===== src/rtl/blackjack_round_ctrl.sv =====
// Blackjack round sequencer: requests cards, deals P0/D0/P1/D1, runs player and dealer turns, scores the round
// and drives eight 5-bit glyph codes. Define SOFT17_HIT_EN to make the dealer hit a soft DEALER_STAND total.
module blackjack_round_ctrl #(
    parameter int CARD_TIMEOUT = 1024,
    parameter int DEALER_STAND = 17
) (
    input  logic        clock_100Mhz,
    input  logic        reset,
    input  logic        deal_btn,
    input  logic        hit_btn,
    input  logic        staylever,
    output logic        card_req,
    input  logic        card_valid,
    input  logic [3:0]  card_value,
    output logic [39:0] disp_codes,
    output logic [1:0]  result,
    output logic        round_done
);
    localparam int TW = $clog2(CARD_TIMEOUT) + 1;
    localparam logic [TW-1:0] TMO_LAST = TW'(CARD_TIMEOUT - 1);
    localparam logic [4:0] STAND = 5'(DEALER_STAND);

    localparam logic [3:0] S_IDLE    = 4'd0;
    localparam logic [3:0] S_DEAL_P0 = 4'd1;
    localparam logic [3:0] S_DEAL_D0 = 4'd2;
    localparam logic [3:0] S_DEAL_P1 = 4'd3;
    localparam logic [3:0] S_DEAL_D1 = 4'd4;
    localparam logic [3:0] S_PLAYER  = 4'd5;
    localparam logic [3:0] S_P_HIT   = 4'd6;
    localparam logic [3:0] S_DEALER  = 4'd7;
    localparam logic [3:0] S_D_HIT   = 4'd8;
    localparam logic [3:0] S_RESULT  = 4'd9;
    localparam logic [3:0] S_ERROR   = 4'd10;

    localparam logic [1:0] R_NONE = 2'b00;
    localparam logic [1:0] R_WIN  = 2'b01;
    localparam logic [1:0] R_LOSE = 2'b10;
    localparam logic [1:0] R_PUSH = 2'b11;

    // Glyph strings, out7 in the top slot down to out0 in the bottom slot
    localparam logic [39:0] G_READY = {5'd21, 5'd14, 5'd13, 5'd12, 5'd11, 5'd10, 5'd20, 5'd20};
    localparam logic [39:0] G_WIN   = {5'd18, 5'd1,  5'd17, 5'd20, 5'd15, 5'd0,  5'd14, 5'd20};
    localparam logic [39:0] G_LOSE  = {5'd11, 5'd5,  5'd0,  5'd16, 5'd20, 5'd15, 5'd0,  5'd14};
    localparam logic [39:0] G_TIE   = {5'd11, 5'd1,  5'd19, 5'd20, 5'd20, 5'd20, 5'd20, 5'd20};
    localparam logic [39:0] G_ERR   = {5'd20, 5'd20, 5'd20, 5'd20, 5'd20, 5'd10, 5'd10, 5'd11};

    logic [3:0]    state;
    logic [4:0]    p_hard, d_hard, d_first;
    logic          p_ace, d_ace;
    logic          deal_prev, hit_prev, stay_prev;
    logic [TW-1:0] tmo_cnt;

    logic          deal_ev, hit_ev, stay_ev, accept, card_state, player_card;
    logic [4:0]    card, p_hard_nx, p_best, p_best_nx, d_best;
    logic          p_ace_nx, d_draw;
    logic [1:0]    outcome;
    logic [9:0]    pd, dd;
    logic [39:0]   disp_nx;

    function automatic logic [4:0] best_of(input logic [4:0] hard, input logic ace);
        return (ace && hard <= 5'd11) ? hard + 5'd10 : hard;
    endfunction

    // {tens glyph, ones glyph}; a zero tens digit is shown blank
    function automatic logic [9:0] two_digit(input logic [4:0] v);
        logic [4:0] t, o;
        if (v >= 5'd30)      begin t = 5'd3; o = v - 5'd30; end
        else if (v >= 5'd20) begin t = 5'd2; o = v - 5'd20; end
        else if (v >= 5'd10) begin t = 5'd1; o = v - 5'd10; end
        else                 begin t = 5'd0; o = v;         end
        return {(t == 5'd0) ? 5'd20 : t, o};
    endfunction

    always_comb begin
        deal_ev     = deal_btn & ~deal_prev;
        hit_ev      = hit_btn & ~hit_prev;
        stay_ev     = staylever & ~stay_prev;
        card        = (card_value >= 4'd1 && card_value <= 4'd10) ? {1'b0, card_value} : 5'd10;
        accept      = card_req & card_valid;
        card_state  = state inside {S_DEAL_P0, S_DEAL_D0, S_DEAL_P1, S_DEAL_D1, S_P_HIT, S_D_HIT};
        player_card = state inside {S_DEAL_P0, S_DEAL_P1, S_P_HIT};
        p_hard_nx   = p_hard + card;
        p_ace_nx    = p_ace | (card == 5'd1);
        p_best      = best_of(p_hard, p_ace);
        p_best_nx   = best_of(p_hard_nx, p_ace_nx);
        d_best      = best_of(d_hard, d_ace);
        d_draw      = d_best < STAND;
`ifdef SOFT17_HIT_EN
        if (d_best == STAND && d_ace && d_hard <= 5'd11) d_draw = 1'b1;
`endif
        if (p_hard > 5'd21)       outcome = R_LOSE;
        else if (d_hard > 5'd21)  outcome = R_WIN;
        else if (p_best > d_best) outcome = R_WIN;
        else if (p_best == d_best) outcome = R_PUSH;
        else                      outcome = R_LOSE;
    end

    always_comb begin
        pd      = two_digit(p_best);
        dd      = two_digit((state == S_DEALER || state == S_D_HIT) ? d_best : d_first);
        disp_nx = {8{5'd20}};
        case (state)
            S_IDLE:   disp_nx = G_READY;
            S_ERROR:  disp_nx = G_ERR;
            S_RESULT: begin
                case (result)
                    R_WIN:   disp_nx = G_WIN;
                    R_PUSH:  disp_nx = G_TIE;
                    default: disp_nx = G_LOSE;
                endcase
            end
            default: begin
                disp_nx[4:0]   = pd[9:5];
                disp_nx[9:5]   = pd[4:0];
                disp_nx[34:30] = dd[9:5];
                disp_nx[39:35] = dd[4:0];
            end
        endcase
    end

    always_ff @(posedge clock_100Mhz or posedge reset) begin
        if (reset) begin
            state      <= S_IDLE;
            card_req   <= 1'b0;
            result     <= R_NONE;
            round_done <= 1'b0;
            p_hard     <= '0;
            d_hard     <= '0;
            d_first    <= '0;
            p_ace      <= 1'b0;
            d_ace      <= 1'b0;
            deal_prev  <= 1'b0;
            hit_prev   <= 1'b0;
            stay_prev  <= 1'b0;
            tmo_cnt    <= '0;
            disp_codes <= G_READY;
        end else begin
            deal_prev  <= deal_btn;
            hit_prev   <= hit_btn;
            stay_prev  <= staylever;
            round_done <= 1'b0;
            disp_codes <= disp_nx;
            tmo_cnt    <= (card_req && !card_valid) ? tmo_cnt + 1'b1 : '0;
            if (card_state) begin
                if (accept) begin
                    card_req <= 1'b0;
                    if (player_card) begin
                        p_hard <= p_hard_nx;
                        p_ace  <= p_ace_nx;
                    end else begin
                        d_hard <= d_hard + card;
                        d_ace  <= d_ace | (card == 5'd1);
                    end
                    case (state)
                        S_DEAL_P0: state <= S_DEAL_D0;
                        S_DEAL_D0: begin state <= S_DEAL_P1; d_first <= card; end
                        S_DEAL_P1: state <= S_DEAL_D1;
                        S_DEAL_D1: state <= (p_best == 5'd21) ? S_DEALER : S_PLAYER;
                        S_P_HIT: begin
                            if (p_hard_nx > 5'd21) begin
                                state      <= S_RESULT;
                                result     <= R_LOSE;
                                round_done <= 1'b1;
                            end else if (p_best_nx == 5'd21) begin
                                state <= S_DEALER;
                            end else begin
                                state <= S_PLAYER;
                            end
                        end
                        default: state <= S_DEALER;
                    endcase
                end else if (card_req && tmo_cnt == TMO_LAST) begin
                    card_req <= 1'b0;
                    state    <= S_ERROR;
                end else begin
                    // re-arms the request after the one-cycle gap between chained deal cards
                    card_req <= 1'b1;
                end
            end else begin
                case (state)
                    S_IDLE, S_RESULT, S_ERROR: begin
                        if (deal_ev) begin
                            state    <= S_DEAL_P0;
                            card_req <= 1'b1;
                            result   <= R_NONE;
                            p_hard   <= '0;
                            d_hard   <= '0;
                            d_first  <= '0;
                            p_ace    <= 1'b0;
                            d_ace    <= 1'b0;
                        end
                    end
                    S_PLAYER: begin
                        if (stay_ev) begin
                            state <= S_DEALER;
                        end else if (hit_ev) begin
                            state    <= S_P_HIT;
                            card_req <= 1'b1;
                        end
                    end
                    S_DEALER: begin
                        if (d_draw) begin
                            state    <= S_D_HIT;
                            card_req <= 1'b1;
                        end else begin
                            state      <= S_RESULT;
                            result     <= outcome;
                            round_done <= 1'b1;
                        end
                    end
                    default: state <= S_IDLE;
                endcase
            end
        end
    end
endmodule

===== config.mk =====
export PLATFORM = sky130hd
export DESIGN_NAME = blackjack_round_ctrl
export DESIGN_NICKNAME = d
export VERILOG_FILES = /design/src/rtl/blackjack_round_ctrl.sv
export SDC_FILE = /design/constraint.sdc
export NUM_CORES = 1
export LEC_CHECK = 0
export CAP_MARGIN = 5
export CORE_MARGIN = 8
export CORE_UTILIZATION = 40
export CTS_BUF_LIST = sky130_fd_sc_hd__clkbuf_4 sky130_fd_sc_hd__clkbuf_8
export DETAILED_ROUTE_END_ITERATION = 10
export PLACE_DENSITY = 0.71
export SLEW_MARGIN = 10
export SYNTH_ARGS = -nofsm -noshare
export SYNTH_HDL_FRONTEND = slang
export SYNTH_SLANG_ARGS = --single-unit

===== constraint.sdc =====
create_clock -name clock_100Mhz -period 10.06 [get_ports clock_100Mhz]
set_input_delay 2.012 -clock clock_100Mhz [delete_from_list [all_inputs] [get_ports clock_100Mhz]]
set_output_delay 2.012 -clock clock_100Mhz [all_outputs]
set_load 0.05 [all_outputs]

# == Yosys cells after proc, flatten, opt, wreduce, memory -nomap -nowiden ==
# Index checks and enable logic that the tools add are counted.
# Widths: inputs -> output; s select.
# op_classes
addsub,12
magnitude_cmp,16
eq_ne,30
n_mux,80
bitwise_logic,9
reduce_logical,24
# ops
op,count
$mux 5,23
$pmux 40 s2,1
$pmux 10 s3,2
$pmux 20 s3,1
$mux 4,8
$mux 2,15
$mux 1,25
$ge 5x5->1 const B,4
$pmux 4 s5,1
$sub 5x5->5 const B,4
$eq 4x3->1 const B,4
$add 5x4->5 const B,3
$gt 5x5->1 const B,3
$le 5x4->1 const B,3
$ne 3x3->1 const B,5
$eq 4x4->1 const B,3
$pmux 4 s3,1
$reduce_and 4->1,3
$add 11x1->11 const B,1
$eq 11x10->1 const B,1
$mux 11,1
$add 5x4->5,2
$eq 5x5->1 const B,2
$ge 5x4->1 const B,2
other kinds (32),53
# word_totals
reg_bits,79
elab_cells,185

# == Logic depth before layout (Yosys ltp) ==
# depth
word_depth,13
ltp_mapped,15

# == Worst setup path before layout ==
# No wires, ideal clock.
# synth_timing
path_kind,in2reg
from,input port card_value[2]
to,register result[0]
setup_time_ns,0.125
arrival_time_ns,4.928
slack_ns,5.008
path_stages,13
n_path_buf,0
path_cell_list,or2_2 > a21boi_0 > ha_1 > inv_1 > fa_1 > xor2_1 > xnor2_1 > ha_1 > a21oi_1 > a31oi_1 > o2111ai_1 > a31oi_2 > mux2_2
# synth_via
elab_chain_cells,7
word_cells_on_any_way,8
# synth_rtl
element,line,source
"start, declared",14,"input logic [3:0] card_value,"
$ge 4x1->1 / $le 4x4->1 (equally long branches),78,"card = (card_value >= 4'd1 && card_value <= 4'd10) ? {1'b0, card_value} : 5'd10;"
$logic_and 1x1->1,78,
$mux 4 *,78,
$add 5x4->5 *,82,p_hard_nx = p_hard + card;
$gt 5x5->1 *,160,if (p_hard_nx > 5'd21) begin
$ne 2x1->1 (no source line) *,-,
$reduce_and 6->1 (no source line) *,-,
"end signal, assigned",207,result <= outcome;
"end, declared",16,"output logic [1:0] result,"
# Mark *: on every way between the ends. The rest lies on a longest branch, timed or not.
# A chain may end at the register's enable or synchronous reset.

# == Worst setup path in the final report ==
# layout_timing
from,input port card_value[2]
to,register result[1]
# Same word-level chain as after synthesis.

==> run summary <==
===============================================================================
Die Height .......................................................       129 um
Number of rows in the core area ..................................           41
Category of the most critical setup path ......................... primary input to flip-flop
Number of hold buffers added after cts ...........................            0
Clock-pin transition on the worst setup and hold timing paths ....      0.08 ns
Arrival time at the worst endpoint ...............................      5.85 ns
Pin count of the biggest net entering global routing .............           71
Final weighted congestion of routability-driven global placement .        0.931
Sum of net half-perimeters after detailed placement ..............      9.82 mm
Number of max-slew violations in the final report ................            0
Vias in the first global route ...................................         4240
Clk root buf .....................................................     clkbuf_8
Transition time at the pin with the least slew margin ............     0.842 ns
Most used flip-flop cell after synthesis .........................      dfrtp_1
Critical Path Fanout Max .........................................            7
Port-buffer cells ................................................           51
Boundary Pins ....................................................           54
CP Data Required Time ............................................     10.30 ns
Reported max-cap violation count .................................            0
Share of the yosys chip area belonging to registers ..............        34.7%
Worst reg2reg path endpoint ...................................... disp_codes[9]$_DFF_PP1_
Initial antenna violation count ..................................            0
Count of antenna-violating nets left after detailed routing ......            0
Synth unique cells ...............................................           92
Initial Util .....................................................        40.7%
Fraction of the cycle the final worst path needs .................        55.8%
Flip-flop and latch count after synthesis ........................           70
Detailed-route DRC error count ...................................            0
Initial DRC count ................................................          428
Status ...........................................................    completed
Clock latency reported for the late side of the worst-skew pair ..      0.35 ns
Count of mapped cells out of synthesis ...........................          573
Leakage power total ..............................................      2.48 nW
Asr flop ratio synth .............................................         100%
Crit path time final .............................................      5.61 ns
H-tree Lvls ......................................................            3
Length of the first detailed-routing pass in iterations ..........            7
Slowest-stage cell, CP ...........................................      xnor2_1
Worst slew margin relative to its limit ..........................        43.9%
Total congestion overflow after global routing ...................            0
Clock Sinks ......................................................           70
Fin nets .........................................................          649
Vias per Instance ................................................         5.76
Peak Freq ........................................................      178 MHz
Layout cells sized above 1 .......................................        10.0%
Crit start category .............................................. primary input
Hold Crit Depth ..................................................            1
Number of vias after detailed routing ............................         4496
Family with the most delay on the worst path ..................... compound AO/OA/AOI/OAI gates
Count of flip-flops with a built-in enable after synthesis .......            0
Origin of the worst min-delay path ............................... tmo_cnt[0]$_DFF_PP0_
Peak per-stage delay on the critical path ........................      0.47 ns
Hold Violations, Final ...........................................            0
DIE WIDTH ........................................................       129 um
DRT Wirelength ...................................................      13.0 mm
Total of warnings raised by yosys ................................            0
Core region area .................................................   0.0125 mm2
Total negative setup slack .......................................         0 ns
Post-route insts no fill .........................................          780
Highest ir drop seen on vdd ......................................     0.120 mV
Area growth from synthesis to layout .............................        14.5%
Critical path capture point type .................................    flip-flop
Deepest clock path buffer count ..................................            2
Global-route wire length before repair ...........................      21.3 mm
Cell area after synthesis ........................................  0.00509 mm2
Post_cts resized .................................................            0
Total of endpoints with negative setup slack in the final report .            0
Mean cell area of the mapped netlist .............................     8.89 um2
CP cell instances ................................................ clkdlybuf4s50_1, or2_2, a21boi_0, ha_1, inv_1, fa_1, xor2_1, xnor2_1, ha_1, a21oi_1, a31oi_1, o2111ai_1, a31oi_2, mux2_2
RSZ-0062 raised after global routing .............................        false
Final antenna diode count ........................................            0
All-layer global routing usage ...................................        15.8%
Type of the tightest min-delay check ............................. flip-flop to flip-flop
Reg2Reg Depth ....................................................           11
Most used cells in the layout excluding fill and tap cells ....... 55 x dfrtp_1, 51 x clkdlybuf4s50_1, 40 x nor2_1
Setup repair bufs after CTS ......................................            0
Worst clock skew on the final layout .............................    0.0129 ns
Worst hold path endpoint ......................................... tmo_cnt[0]$_DFF_PP0_
Clock tree from TritonCTS ........................................        built
Placed cells .....................................................          764
Startpoint of the worst register-to-register path ................ p_hard[1]$_DFFE_PP0P_
Most common library cell in the layout ignoring fill and taps ....      dfrtp_1
Number of buffers created by CTS .................................            9
Cell type with the highest occurrence count on the critical path .         ha_1
Die area .........................................................   0.0166 mm2
Pwr/cell area ....................................................   345 mW/mm2
Crit path buf inv count ..........................................            2
Average wire per cell in the routed design .......................      16.7 um
Reg2reg setup slack ..............................................      5.96 ns
===============================================================================
## how the worst max path moves through the flow
stage / start / to / slack [ns] / cells past startpoint
6_report: card_value[2] / result[1]$_DFFE_PP0P_ / 4.45 / 14
3_3_place_gp: card_value[2] / result[1]$_DFFE_PP0P_ / 4.32 / 14
3_5_place_dp: card_value[2] / result[1]$_DFFE_PP0P_ / 4.12 / 14
4_1_cts: card_value[2] / result[1]$_DFFE_PP0P_ / 4.47 / 14
2_1_floorplan: card_value[2] / result[0]$_DFFE_PP0P_ / 5.01 / 13
5_1_grt: card_value[2] / result[1]$_DFFE_PP0P_ / 4.19 / 14
## cell usage after synthesis, drive strengths merged (3+ instances only)
library cell  instances  area (um2)
a31oi                 5        37.5
nand3                24         125
and3                  8        50.1
a22o                  3        26.3
ha                   34         425
or3                   9        56.3
a31o                  4        35.0
a21oi                32         164
nor4                  3        18.8
a211oi                8        60.1
nand4                 7        43.8
a221o                 3        30.0
o21bai                4        30.0
a22oi                 4        30.0
nand2                39         146
and2                  6        37.5
nor2b                18         113
and4b                 4        40.0
xnor2                10        87.6
nor2                 40         150
a21boi                4        30.0
nor3                 10        55.1
nor3b                 6        50.1
mux2                  7        78.8
xor2                  8        70.1
dfrtp                55        1380
and3b                 3        26.3
o21ai                38         194
o31ai                 8        60.1
nand3b                4        30.0
dfstp                15         394
inv                  36         138
or2                   5        31.3
a21o                  4        31.3
clkbuf               11        41.3
o211ai               11        82.6
a2111oi               6        58.8
buf                  23         133
nand2b                8        50.1
## power by group
group	internal, mW	leakage [nW]	switching (mW)	total [mW]
Clock	0.101	0.0930	0.106	0.207
Combinational	0.471	1.53	0.802	1.27
Sequential	0.389	0.861	0.142	0.531
Total	0.960	2.48	1.05	2.01
## metal layers
layer	GRT usage [%]	share of wire, %	routed length [um]
met3	3.06	7.3	949
met5	0	0	0
met2	25.2	46	5960
met4	6.22	1.7	226
met1	20.6	45	5860
## layout make-up
type                            instances  area (um2)
Clock buffer                           12         153
Clock inverter                          4        22.5
Fill cell                            1228        6680
Inverter                               37         141
Multi-Input combinational cell        433        3010
Sequential cell                        70        1770
Tap cell                              172         215
Timing Repair Buffer                   52         518
## registers in the layout (all words and copies together) (netlist names)
register,count
p_hard,5
card_req,1
round_done,1
stay_prev,1
tmo_cnt,11
disp_codes,32
deal_prev,1
d_hard,5
p_ace,1
hit_prev,1
state,4
d_first,4
result,2
d_ace,1
## kinds of logic (layout without fill, tap and decap cells)
| group | Yosys count | after routing | synth area share [%] |
|---|---|---|---|
| compound gates | 161 | 161 | 22.0 |
| xor+xnor | 18 | 18 | 3.09 |
| fa+ha+maj | 38 | 38 | 9.55 |
| buf+inv | 71 | 105 | 6.19 |
| flops | 70 | 70 | 34.7 |
| mux | 9 | 9 | 1.94 |
| other cells | 1 | 2 | 0.0736 |
| simple gates | 205 | 205 | 22.4 |
## stage by stage
stage	worst slack, ns	hold slack, ns	instance area [um2]	utilization, %	total power, mW
finish	4.45	0.462	5830	46.6	2.01
global route	4.19	0.504	5830	46.6	2.16
CTS	4.47	0.470	5830	46.6	2.00
detailed placement	4.12	0.460	5660	45.2	1.79
global placement	4.32	0.444	5660	45.2	1.75
floorplan	5.01	0.433	5100	-	1.47
## worst register-to-register path, cell delays in order, from the launching register on
cell and delay (ns):
dfrtp_1 0.60, clkinv_1 0.45, ha_1 0.42, or3b_1 0.37
o22ai_2 0.53, inv_1 0.19, ha_1 0.30, nor2b_1 0.17
a211oi_1 0.33, o21ai_1 0.25, a311oi_1 0.32, o21ai_1 0.10
Note: power is estimated with default switching activity, not from simulation.
